==> src/rtl/maccum_arbiter_pkg.sv <==
// maccum_arbiter_pkg: shared defaults and derived widths for the Maccum arbiter
package maccum_arbiter_pkg;
  localparam int DEF_NP = 7;
  localparam int DEF_NC = 11;
  localparam int DEF_WF = 5;
  localparam int DEF_DEPTH = 4;
  localparam int ACC_W = $clog2(DEF_NP) + DEF_WF;
  localparam int STATE_W = DEF_NP * DEF_WF;
  localparam int TAG_W = 1;
  localparam int CNT_W = $clog2(DEF_DEPTH + 1);
endpackage

==> src/rtl/maccum_arbiter_tag_fifo.sv <==
// maccum_arbiter_tag_fifo: in-order requester-ID FIFO for beats in flight through Maccum
module maccum_arbiter_tag_fifo import maccum_arbiter_pkg::*; #(
  parameter int DEPTH = DEF_DEPTH,
  parameter int CW = $clog2(DEPTH + 1)
) (
  input  logic             iCLK,
  input  logic             iRST,
  input  logic             i_push,
  input  logic [TAG_W-1:0] i_tag,
  input  logic             i_pop,
  output logic [TAG_W-1:0] o_head,
  output logic [CW-1:0]    o_count
);
  localparam int PW = DEPTH > 1 ? $clog2(DEPTH) : 1;
  logic [TAG_W-1:0] r_mem [DEPTH];
  logic [PW-1:0] r_wp, r_rp;
  logic [CW-1:0] r_cnt;
  logic w_push, w_pop;
  function automatic logic [PW-1:0] nxt(input logic [PW-1:0] p);
    return (p == PW'(DEPTH - 1)) ? '0 : p + 1'b1;
  endfunction
  assign w_push = i_push && (r_cnt != CW'(DEPTH));
  assign w_pop = i_pop && (r_cnt != '0);
  assign o_head = r_mem[r_rp];
  assign o_count = r_cnt;
  // circular pointers; a full FIFO refuses push even when popping the same cycle
  always_ff @(posedge iCLK or posedge iRST) begin
    if (iRST) begin
      for (int i = 0; i < DEPTH; i++) r_mem[i] <= '0;
      r_wp <= '0;
      r_rp <= '0;
      r_cnt <= '0;
    end else begin
      if (w_push) begin
        r_mem[r_wp] <= i_tag;
        r_wp <= nxt(r_wp);
      end
      if (w_pop) r_rp <= nxt(r_rp);
      r_cnt <= r_cnt + CW'(w_push) - CW'(w_pop);
    end
  end
endmodule

==> src/rtl/maccum_arbiter.sv <==
// maccum_arbiter: round-robin sharing of one Maccum between two requesters with in-order result routing
module maccum_arbiter import maccum_arbiter_pkg::*; #(
  parameter int NP = DEF_NP,
  parameter int NC = DEF_NC,
  parameter int WF = DEF_WF,
  parameter int DEPTH = DEF_DEPTH
) (
  input  logic                         iCLK,
  input  logic                         iRST,
  input  logic                         iValid_AM_State0,
  output logic                         oReady_AM_State0,
  input  logic [NP*WF-1:0]             iData_AM_State0,
  input  logic                         iValid_AM_State1,
  output logic                         oReady_AM_State1,
  input  logic [NP*WF-1:0]             iData_AM_State1,
  output logic                         oValid_BM_State,
  input  logic                         iReady_BM_State,
  output logic [NP*WF-1:0]             oData_BM_State,
  input  logic                         iValid_AM_Accum,
  output logic                         oReady_AM_Accum,
  input  logic [NC*($clog2(NP)+WF)-1:0] iData_AM_Accum,
  output logic                         oValid_BM_Accum0,
  input  logic                         iReady_BM_Accum0,
  output logic [NC*($clog2(NP)+WF)-1:0] oData_BM_Accum0,
  output logic                         oValid_BM_Accum1,
  input  logic                         iReady_BM_Accum1,
  output logic [NC*($clog2(NP)+WF)-1:0] oData_BM_Accum1,
  output logic                         oErr
);
  localparam int CW = $clog2(DEPTH + 1);
  logic r_valid, r_ptr, r_err;
  logic [NP*WF-1:0] r_data;
  logic w_grant, w_can_issue, w_accept, w_head, w_nonempty, w_pop;
  logic [CW-1:0] w_count;
  // count covers the issue register too, so credit is taken at accept time
  always_comb begin
    w_can_issue = !iRST && (!r_valid || iReady_BM_State) && (w_count < CW'(DEPTH));
    w_grant = (iValid_AM_State0 && iValid_AM_State1) ? !r_ptr : iValid_AM_State1;
    oReady_AM_State0 = w_can_issue && !w_grant;
    oReady_AM_State1 = w_can_issue && w_grant;
    w_accept = (oReady_AM_State0 && iValid_AM_State0) || (oReady_AM_State1 && iValid_AM_State1);
  end
  // one-entry issue register; pointer remembers the last winner
  always_ff @(posedge iCLK or posedge iRST) begin
    if (iRST) begin
      r_valid <= 1'b0;
      r_data <= '0;
      r_ptr <= 1'b1;
    end else if (w_accept) begin
      r_valid <= 1'b1;
      r_data <= w_grant ? iData_AM_State1 : iData_AM_State0;
      r_ptr <= w_grant;
    end else if (iReady_BM_State) begin
      r_valid <= 1'b0;
    end
  end
  assign oValid_BM_State = r_valid;
  assign oData_BM_State = r_data;
  maccum_arbiter_tag_fifo #(.DEPTH(DEPTH), .CW(CW)) u_tag_fifo (
    .iCLK(iCLK),
    .iRST(iRST),
    .i_push(w_accept),
    .i_tag(w_grant),
    .i_pop(w_pop),
    .o_head(w_head),
    .o_count(w_count)
  );
  // results follow the head tag; a stalled head consumer blocks the other
  always_comb begin
    w_nonempty = w_count != '0;
    oValid_BM_Accum0 = iValid_AM_Accum && w_nonempty && !w_head;
    oValid_BM_Accum1 = iValid_AM_Accum && w_nonempty && w_head;
    oReady_AM_Accum = w_nonempty && (w_head ? iReady_BM_Accum1 : iReady_BM_Accum0);
    w_pop = iValid_AM_Accum && oReady_AM_Accum;
  end
  assign oData_BM_Accum0 = iData_AM_Accum;
  assign oData_BM_Accum1 = iData_AM_Accum;
  // a result with nothing in flight is a protocol error, held until reset
  always_ff @(posedge iCLK or posedge iRST) begin
    if (iRST) r_err <= 1'b0;
    else if (iValid_AM_Accum && !w_nonempty) r_err <= 1'b1;
  end
  assign oErr = r_err;
endmodule

==> config.mk <==
export PLATFORM = sky130hd
export DESIGN_NAME = maccum_arbiter
export DESIGN_NICKNAME = d
export VERILOG_FILES = /design/src/rtl/maccum_arbiter_pkg.sv /design/src/rtl/maccum_arbiter_tag_fifo.sv /design/src/rtl/maccum_arbiter.sv
export SDC_FILE = /design/constraint.sdc
export NUM_CORES = 1
export LEC_CHECK = 0
export CORE_AREA = 2 2 151 153
export DETAILED_ROUTE_END_ITERATION = 8
export DIE_AREA = 0 0 153 155
export GPL_TIMING_DRIVEN = 1
export HOLD_SLACK_MARGIN = 0.15
export PLACE_DENSITY = 0.5
export SYNTH_ARGS = -nofsm -noshare
export SYNTH_HDL_FRONTEND = slang
export SYNTH_SLANG_ARGS = --single-unit
export TNS_END_PERCENT = 5
==> constraint.sdc <==
create_clock -name iCLK -period 7.65 [get_ports iCLK]
set_clock_uncertainty 0.05 [all_clocks]
set_input_delay 1.53 -clock iCLK [delete_from_list [all_inputs] [get_ports iCLK]]
set_output_delay 1.53 -clock iCLK [all_outputs]
set_load 0.02 [all_outputs]
==> results of run 1 <==
==> worst max path at each step <==
stage,cells after the start,startpoint,slack [ns],endpoint
after detailed placement,5,iValid_AM_State1,2.40,oReady_AM_State1
after global routing,5,iValid_AM_State0,2.31,oReady_AM_State1
after CTS,5,iValid_AM_State1,2.39,oReady_AM_State1
final,5,iValid_AM_State1,2.43,oReady_AM_State1
after floorplan,3,iValid_AM_State1,3.75,oReady_AM_State1
after global placement,5,iValid_AM_State1,2.41,oReady_AM_State1
==> per-stage QoR <==
stage / instance area [sq um] / utilization (%)
6_report: 4160 / 18.7
4_1_cts: 4160 / 18.7
2_1_floorplan: 3830 / -
3_3_place_gp: 4020 / 18.1
5_1_grt: 4160 / 18.7
3_5_place_dp: 4020 / 18.1
==> cells by family (layout without fill, tap and decap cells) <==
group / Yosys count / count (layout)
compound gates: 6 / 6
xor+xnor: 2 / 2
fa+ha+maj: 8 / 8
buf+inv: 193 / 135
flops: 49 / 49
mux: 81 / 81
simple gates: 19 / 19
==> cell usage after synthesis (all sizes together) <==
cell type and count:
buf 182, mux2 78, dfrtp 48, inv 8
ha 7, nor2 6, nand4 4, clkbuf 3
mux2i 2, nand2 2, nand2b 2, o311ai 2
xnor2 2, a21boi 1, a21o 1, a31oi 1
a41oi 1, and3 1, dfstp 1, fa 1
mux4 1, nand3 1, nor2b 1, nor3 1
or2 1
==> registers in the layout, summed over array words and instances (netlist names) <==
signal and flops:
oData_BM_State 35, u_tag_fifo.r_mem 4, u_tag_fifo.o_count 3, u_tag_fifo.r_rp 2, u_tag_fifo.r_wp 2, oErr 1, oValid_BM_State 1, r_ptr 1
==> power breakdown <==
group          total (mW)  switching [mW]  internal (mW)
logic               0.715           0.335          0.380
registers           0.481          0.0860          0.394
clock network       0.223          0.0946          0.129
total                1.42           0.516          0.903
==> layer usage <==
metal / vias up / track usage, %
li1: 879 / -
met1: 888 / 7.51
met2: 291 / 16.0
met3: 30 / 10.4
met4: 2 / 3.84
met5: - / 1.66
==> area by class of cell <==
cell class / instances / area, sq um
well taps: 285 / 357
repair buffers: 120 / 1200
clock buffers: 7 / 143
multi-input cells: 116 / 1210
inverters: 8 / 30.0
flip-flops and latches: 49 / 1230
fillers: 2406 / 18100
==> results, run 1 <==
- The maximum buffer depth of the clock tree is 2.
- The floorplan row count is between 50 and 60.
- The worst-path maximum fanout is 29.
- The routed length on met3 is about 3 mm.
- The slowest stage of the critical path is the sky130_fd_sc_hd__clkdlybuf4s50_1 cell.
- The worst endpoint required time is a little over 6 ns.
- The worst min-delay path category is flop to flop.
- The number of top-level design ports is roughly 380.
- Once detailed placement completed, the half-perimeter wirelength came to 10.5 mm.
- Yosys printed 0 warnings.
- The area growth from synthesis to layout is 8.65%.
- Among the stages of the critical path, the cell type that occurs most often is sky130_fd_sc_hd__clkdlybuf4s50_1.
- The beginning of the worst register-to-register path is u_tag_fifo.o_count[2]$_DFF_PP0_.
- The number of placed instances, taps included, is ~580.
- The period utilization is around 68%.
- The tool flagged a number of max-cap violations equal to 0.
- The total power density per cell area is ~340 nW/um^2.
- The wire length after detailed routing is about 12 mm.
- The smallest clock period supported by the final layout is computed as 5.22 ns.
- The clock network latency to the later pin of the worst-skew pair is 0.29 ns.
- The post-synthesis cell type count is 31.
- Setup total negative slack on the finished layout was measured at 0 ns.
- Global routing finished with a remaining overflow of 0.
- Setup repair after global routing left no endpoint under its margin.
- The tree is rooted in a sky130_fd_sc_hd__clkbuf_16.
- After synthesis, the largest family of logic cells by area is buffers and inverters.
- The overall via count from detail_route is about 2,100.
- The clock transition at the registers of the reported paths is 0.06 ns.
- The initial antenna violation count came to 0.
- The final RePlAce weighted congestion is about 0.76.
- The run finished with clean final reports.
- The sink count of the clock tree is 49.
- Summing the areas of all xor and xnor instances in the mapped netlist gives less than 1% of the synthesized area.
- After clock tree synthesis, the repair step resized 0 gates.
- The area of the placeable core is roughly 22,000 sq um.
- The final-report max-slew violation count was 0.
- The simple-gate share of the synthesized area is between 2 and 3%.
- The critical path contains buffers and inverters numbering 3 combined.
- By area the synthesized netlist is led by sky130_fd_sc_hd__buf_4 35%, sky130_fd_sc_hd__dfrtp_1 31%, sky130_fd_sc_hd__mux2_1 15%.
- Counting the buffers created by CTS gives 5.
- The signal arrival time at the worst endpoint is between 3 and 4 ns.
- The number of DRC markers in iteration 0 is 37.
- A synthesized cell averages 10.7 sq um.
- The achievable frequency is 192 MHz.
- The die boundary width is about 150 um.
- The kind of cell adding the most delay to the critical path is buffers and inverters.
- The terminus of the critical flop-to-flop path is u_tag_fifo.o_count[2]$_DFF_PP0_.
- The via count normalized by instance count is approximately 3.6.
- The number of routed nets with antenna violations is 0.
- Leaving out fill and tap cells, the most frequent cells in the layout are 119 x sky130_fd_sc_hd__clkdlybuf4s50_1, 50 x sky130_fd_sc_hd__mux2_1, 48 x sky130_fd_sc_hd__dfrtp_1.
- The floorplan die area is 23,700 sq um.
- The overall power is about 1.4 mW.
- The post-synthesis instance area is about 3800 sq um.
- The number of cells produced by synthesis is roughly 360.
- The pin count of the biggest net entering global routing is 50.
- The final-report hold violation count is 0.
- In this run, synthesis produced a sequential element count of 49.
- Dividing the detail-routed wire length by the instance count gives 20.9 um.
- The startpoint of the most critical hold path is oErr$_DFFE_PP0P_.
- The hold buffer count at cts is 0.
- The count of TritonRoute iterations in the first routing pass is 4.
- STA classifies the critical path endpoint as an output port.
- For the pin with the worst max-slew slack, the measured transition is 1.07 ns.
- The number of nets in the finished design is roughly 470.
- Traced cell by cell, the critical path runs through clkdlybuf4s50_1 -> a21boi_4 -> buf_4 -> and3_1 -> clkdlybuf4s50_1.
- The H-tree generated during clock tree synthesis spans 2 levels.
- The worst setup path is launched from a primary input.
- The commonest non-fill, non-tap cell in the layout is sky130_fd_sc_hd__clkdlybuf4s50_1.
- The die span in y is roughly 160 um.
- In the routed design, unresolved DRC markers number 0.
- The share of the synthesized area in compound gates (AO/OA/AOI/OAI) is about 1.3%.
- The proportion of synthesized area in mux cells is between 20% and 30%.
- The number of cells on the worst reg-to-reg path is 8.
- Global routing used about a tenth of the available tracks across all layers.
- Hold is met by between 0.4 and 0.5 ns.
- The worst pin sits at a relative slew slack of around 28%.
- The sum of met2 wire segment lengths after detailed routing is ~5.7 mm.
- The via count of the first global-routing pass is approximately 2,300.
- The wire length of the first global-routing pass is 17.0 mm.
- The number of setup buffers added after CTS is 0.
- The worst slack at placement is around 2.4 ns.
- The biggest area consumer among synthesized cells is sky130_fd_sc_hd__buf_4.
- The worst hold path terminates at oErr$_DFFE_PP0P_.
- The minimum setup slack among reg-to-reg paths is slightly below 5 ns.
- Once the floorplan was initialized, standard cells occupied between 10% and 20% of the core.
- The share of synthesized area occupied by flip-flops and latches is between 30% and 40%.
- The count of input and output buffers is between 100 and 150.
- IR analysis of the VDD net gives a maximum drop of 0.000137 V.
- The arithmetic-cell share of the synthesized area counting full adders, half adders and majority gates is between 2 and 3%.
- Synthesis produced a netlist with a net count of 532.
- The cell count of the worst hold path is 1.
- TritonCTS built the clock tree.
- The detailed router put a total of slightly above 3 mm of wire on met1.
- Excluding fillers, the count of instances in the completed layout stands at roughly 590.
- The uppermost signal routing layer after detailed routing is met5.
- The repair_antennas step left the layout with diodes totalling 0.
- The share of the synthesized area in the top cell type is a little over a third.
- The final count of negative-setup-slack endpoints is 0.
- Of the cells placed in the final design, the portion with a size suffix greater than 1 is 14.0%.
- Setup slack on the critical path of the routed design comes to 2.43 ns.
- For this run, the slowest stage of the critical path takes ~0.6 ns.
- The critical path is of the primary input to output port type.
- The total leakage power is around 1.6 nW.
Note: power is estimated with default switching activity, not from simulation.
==> run 2, diff against run 1 <==
CORE_AREA = 2 2 150 152   (was 2 2 151 153)
DIE_AREA = 0 0 152 154   (was 0 0 153 155)
PLACE_DENSITY = 0.53   (was 0.5)
clock period = 4.4 ns   (was 7.65 ns; I/O delays follow)
==> run 2 against run 1 <==
Sequential share of layout area fell by 0.29 points. Core utilization rose by 0.66 points. Setup slack got worse by 1.6 ns. First-iteration DRC count rose by 38%. Count of clock-buffer cells in the layout fell by 1. Non-clock buffer count rose by 3. Die area fell by 1.3%. Combinational power rose by 75%. Sequential cell count did not move. Largest cell class unchanged. Largest power group unchanged. Highest routed layer is now met4.
==> results, run 2 (synthesized netlist as in run 1, its figures left out) <==
- The final HPWL from detailed placement was 10.6 mm (+0.76%).
- The switching power total is 0.898 mW (+74%).
- The hold buffer count at cts was 0 (unchanged).
- The final-report max-slew violation count is 0 (unchanged).
- The max-capacitance violation count was 0 (unchanged).
- On the critical path, the stage with the largest delay is an instance of sky130_fd_sc_hd__clkdlybuf4s50_1.
- The signal arrival time at the worst endpoint is 2.64 ns (-1.00 ns).
- The pin count of the biggest net entering global routing is 50 (unchanged).
- The overall overflow remaining after global route is 0 (unchanged).
- The worst-case hold slack is 0.408 ns (-0.000951 ns).
- The worst slack at placement was 0.810 ns (-1.59 ns).
- The floorplan die area is 23,400 sq um (-1.3%).
- The slew at the pin closest to its max-slew limit came to 1.09 ns (+0.0192 ns).
- STA classifies the critical path endpoint as an output port.
- The worst endpoint required time came to 3.47 ns (-2.60 ns).
- The maximum single-stage delay on the critical path came to 0.61 ns (about the same).
- Walking the worst path, the cells encountered are clkdlybuf4s50_1 -> a21boi_4 -> buf_4 -> and3_1 -> clkdlybuf4s50_1.
- The via count of the first global-routing pass was 2,403 (+4.8%).
- After layout, the worst path uses about four fifths of the clock period.
- The sequential power share came to 32.7% (-1.2 points).
- The number of setup buffers added after CTS is 0 (unchanged).
- The overall via count from detail_route is 2,134 (+2.1%).
- The overall power is 2.52 mW (+78%).
- The number of DRC markers in iteration 0 is 51 (+38%).
- The number of cells in the finished layout apart from fillers is 584 (-0.17%).
- The total negative slack for setup checks came to 0 ns (unchanged).
- The achievable frequency is approximately 280 MHz.
- The final count of negative-setup-slack endpoints is 0 (unchanged).
- The switching part of the total power is 35.6% (-0.71 points).
- The buffer type at the clock tree root is sky130_fd_sc_hd__clkbuf_16.
- The wire length of the first global-routing pass is 17.4 mm (+2.2%).
- The via count normalized by instance count is 3.65 (+2.3%).
- The antenna cell count came to 0 (unchanged).
- The number of top-level design ports came to 384 (unchanged).
- The starting density of the core is 17.7% (+0.43 points).
- The type of origin of the critical path is a primary input.
- The TritonCTS clock tree is built.
- The wire length per cell after detailed routing was 21.1 um (+0.86%).
- The share of final-layout standard cells stronger than drive strength 1 was 15.1% (+1.1 points).
- The number of routed nets with antenna violations is 0 (unchanged).
- The worst-path maximum fanout was 19 (-34%).
- The maximum buffer depth of the clock tree is 2 (unchanged).
- The flow ran to the end, and the final reports show no timing, DRC or antenna violations.
- The number of placed cells counting well taps is 576 (-0.35%).
- From synthesis to final layout, the design area changed by 9.73%.
- The die span in y was 154 um (-0.65%).
- The number of flip-flops in the largest register is 35 (unchanged).
- The standard cell area after detailed placement is 4040 sq um (+0.40%).
- The clock transition at the registers of the reported paths is 0.07 ns (about the same).
- The CTS buffer count is 5 (unchanged).
- The floorplan row count came to 54 (-1.8%).
- The H-tree depth came to 2 (unchanged).
- In the layout the commonest cells are 119 x sky130_fd_sc_hd__clkdlybuf4s50_1, 50 x sky130_fd_sc_hd__mux2_1, 48 x sky130_fd_sc_hd__dfrtp_1.
- The die boundary width came to 152 um (-0.65%).
- In this run the worst hold path is classified as flop to flop.
- The total power density per cell area was 599 nW/um^2 (+76%).
- The number of gates given a new drive strength after cts came to 0 (unchanged).
- The max-slew headroom at the worst pin came to 27.3% (-1.2 points).
- The number of design rule violations left after detail routing was 0 (unchanged).
- The sink count of the clock tree was 49 (unchanged).
- The post-route worst setup slack came to 0.828 ns (-1.60 ns).
- The critical path in this run is classified as primary input to output port.
- The worst voltage drop across the vdd grid was 0.000222 V (+62%).
- The clock network latency to the later pin of the worst-skew pair is 0.29 ns (about the same).
- The summed area of non-filler cells in the final layout is 4200 sq um (+0.99%).
- The core occupancy in the finished layout is 19.4% (+0.66 points).
- The final critical delay including setup and external delays is 3.57 ns.
- The final RePlAce weighted congestion is 0.675 (-11%).
- In this design, the critical path's most frequently occurring cell is sky130_fd_sc_hd__clkdlybuf4s50_1.
- The commonest non-fill, non-tap cell in the layout is sky130_fd_sc_hd__clkdlybuf4s50_1.
- The initial antenna violation count is 0 (unchanged).
- The all-layer global routing usage is 10.1% (+0.31 points).
- The area of the placeable core was 21,700 sq um (-2.4%).
- The internal power of the cells is 1.62 mW (+80%).
- The clock network power share is 17.6% (+1.9 points).
- Setup repair after global routing left no endpoint under its margin.
- The logic gate share of total power is 49.7% (-0.7 points).
- The final-report hold violation count was 0 (unchanged).
- The number of nets in the finished design is 477 (+0.63%).
- The total leakage power is 1.63 nW (+1.6%).
- The count of TritonRoute iterations in the first routing pass came to 4 (unchanged).
- The count of input and output buffers is 119 (unchanged).
- The wire length after detailed routing is 12.3 mm (+0.69%).
[run 2: changes by cell type in the layout (fill, tap and decap cells not counted), sizes merged]
cell,delta
clkinv,+1
bufinv,+1
clkbuf,-1
buf,+3
[run 2: worst paths after layout]
kind                                                startpoint                         endpoint  slack (ns)  depth (start not counted)
worst min-delay path                          oErr$_DFFE_PP0P_                 oErr$_DFFE_PP0P_        0.41                          1
worst max-delay path                          iValid_AM_State1                 oReady_AM_State1        0.83                          5
worst min register to register                oErr$_DFFE_PP0P_                 oErr$_DFFE_PP0P_        0.41                          1
max in group asynchronous                                 iRST      oValid_BM_State$_DFFE_PP0P_        2.43                          2
worst max register to register  u_tag_fifo.r_rp[0]$_DFFE_PP0P_  u_tag_fifo.o_count[2]$_DFF_PP0_        1.75                          9
min in group asynchronous                                 iRST                 oErr$_DFFE_PP0P_        1.17                          2
[run 2: power by group through the flow]
stage | logic (mW) | registers [mW] | clock network [mW]
floorplan | 0.711 | 1.03 | 0
global placement | 1.25 | 0.825 | 0
detailed placement | 1.27 | 0.832 | 0
CTS | 1.28 | 0.829 | 0.465
global route | 1.35 | 0.866 | 0.479
finish | 1.25 | 0.825 | 0.444
[run 2: worst max-delay path: cells and delay by family]
family / cells / cell delay [ns]
buffers and inverters: 3 / 1.38
AND/OR/NAND/NOR: 1 / 0.19
AO/OA/AOI/OAI: 1 / 0.19
[run 2: layout make-up]
class	count	area [sq um]
Clock buffer	6	129
Clock inverter	2	38.8
Fill cell	2336	17500
Inverter	8	30.0
Multi-Input combinational cell	116	1210
Sequential cell	49	1230
Tap cell	280	350
Timing Repair Buffer	123	1220
[run 2: per-layer routing]
layer  GRT usage [%]  wire [um]
met4            4.23        462
met3            9.33       2510
met5            1.24          0
met1            6.90       2970
met2            18.6       6380
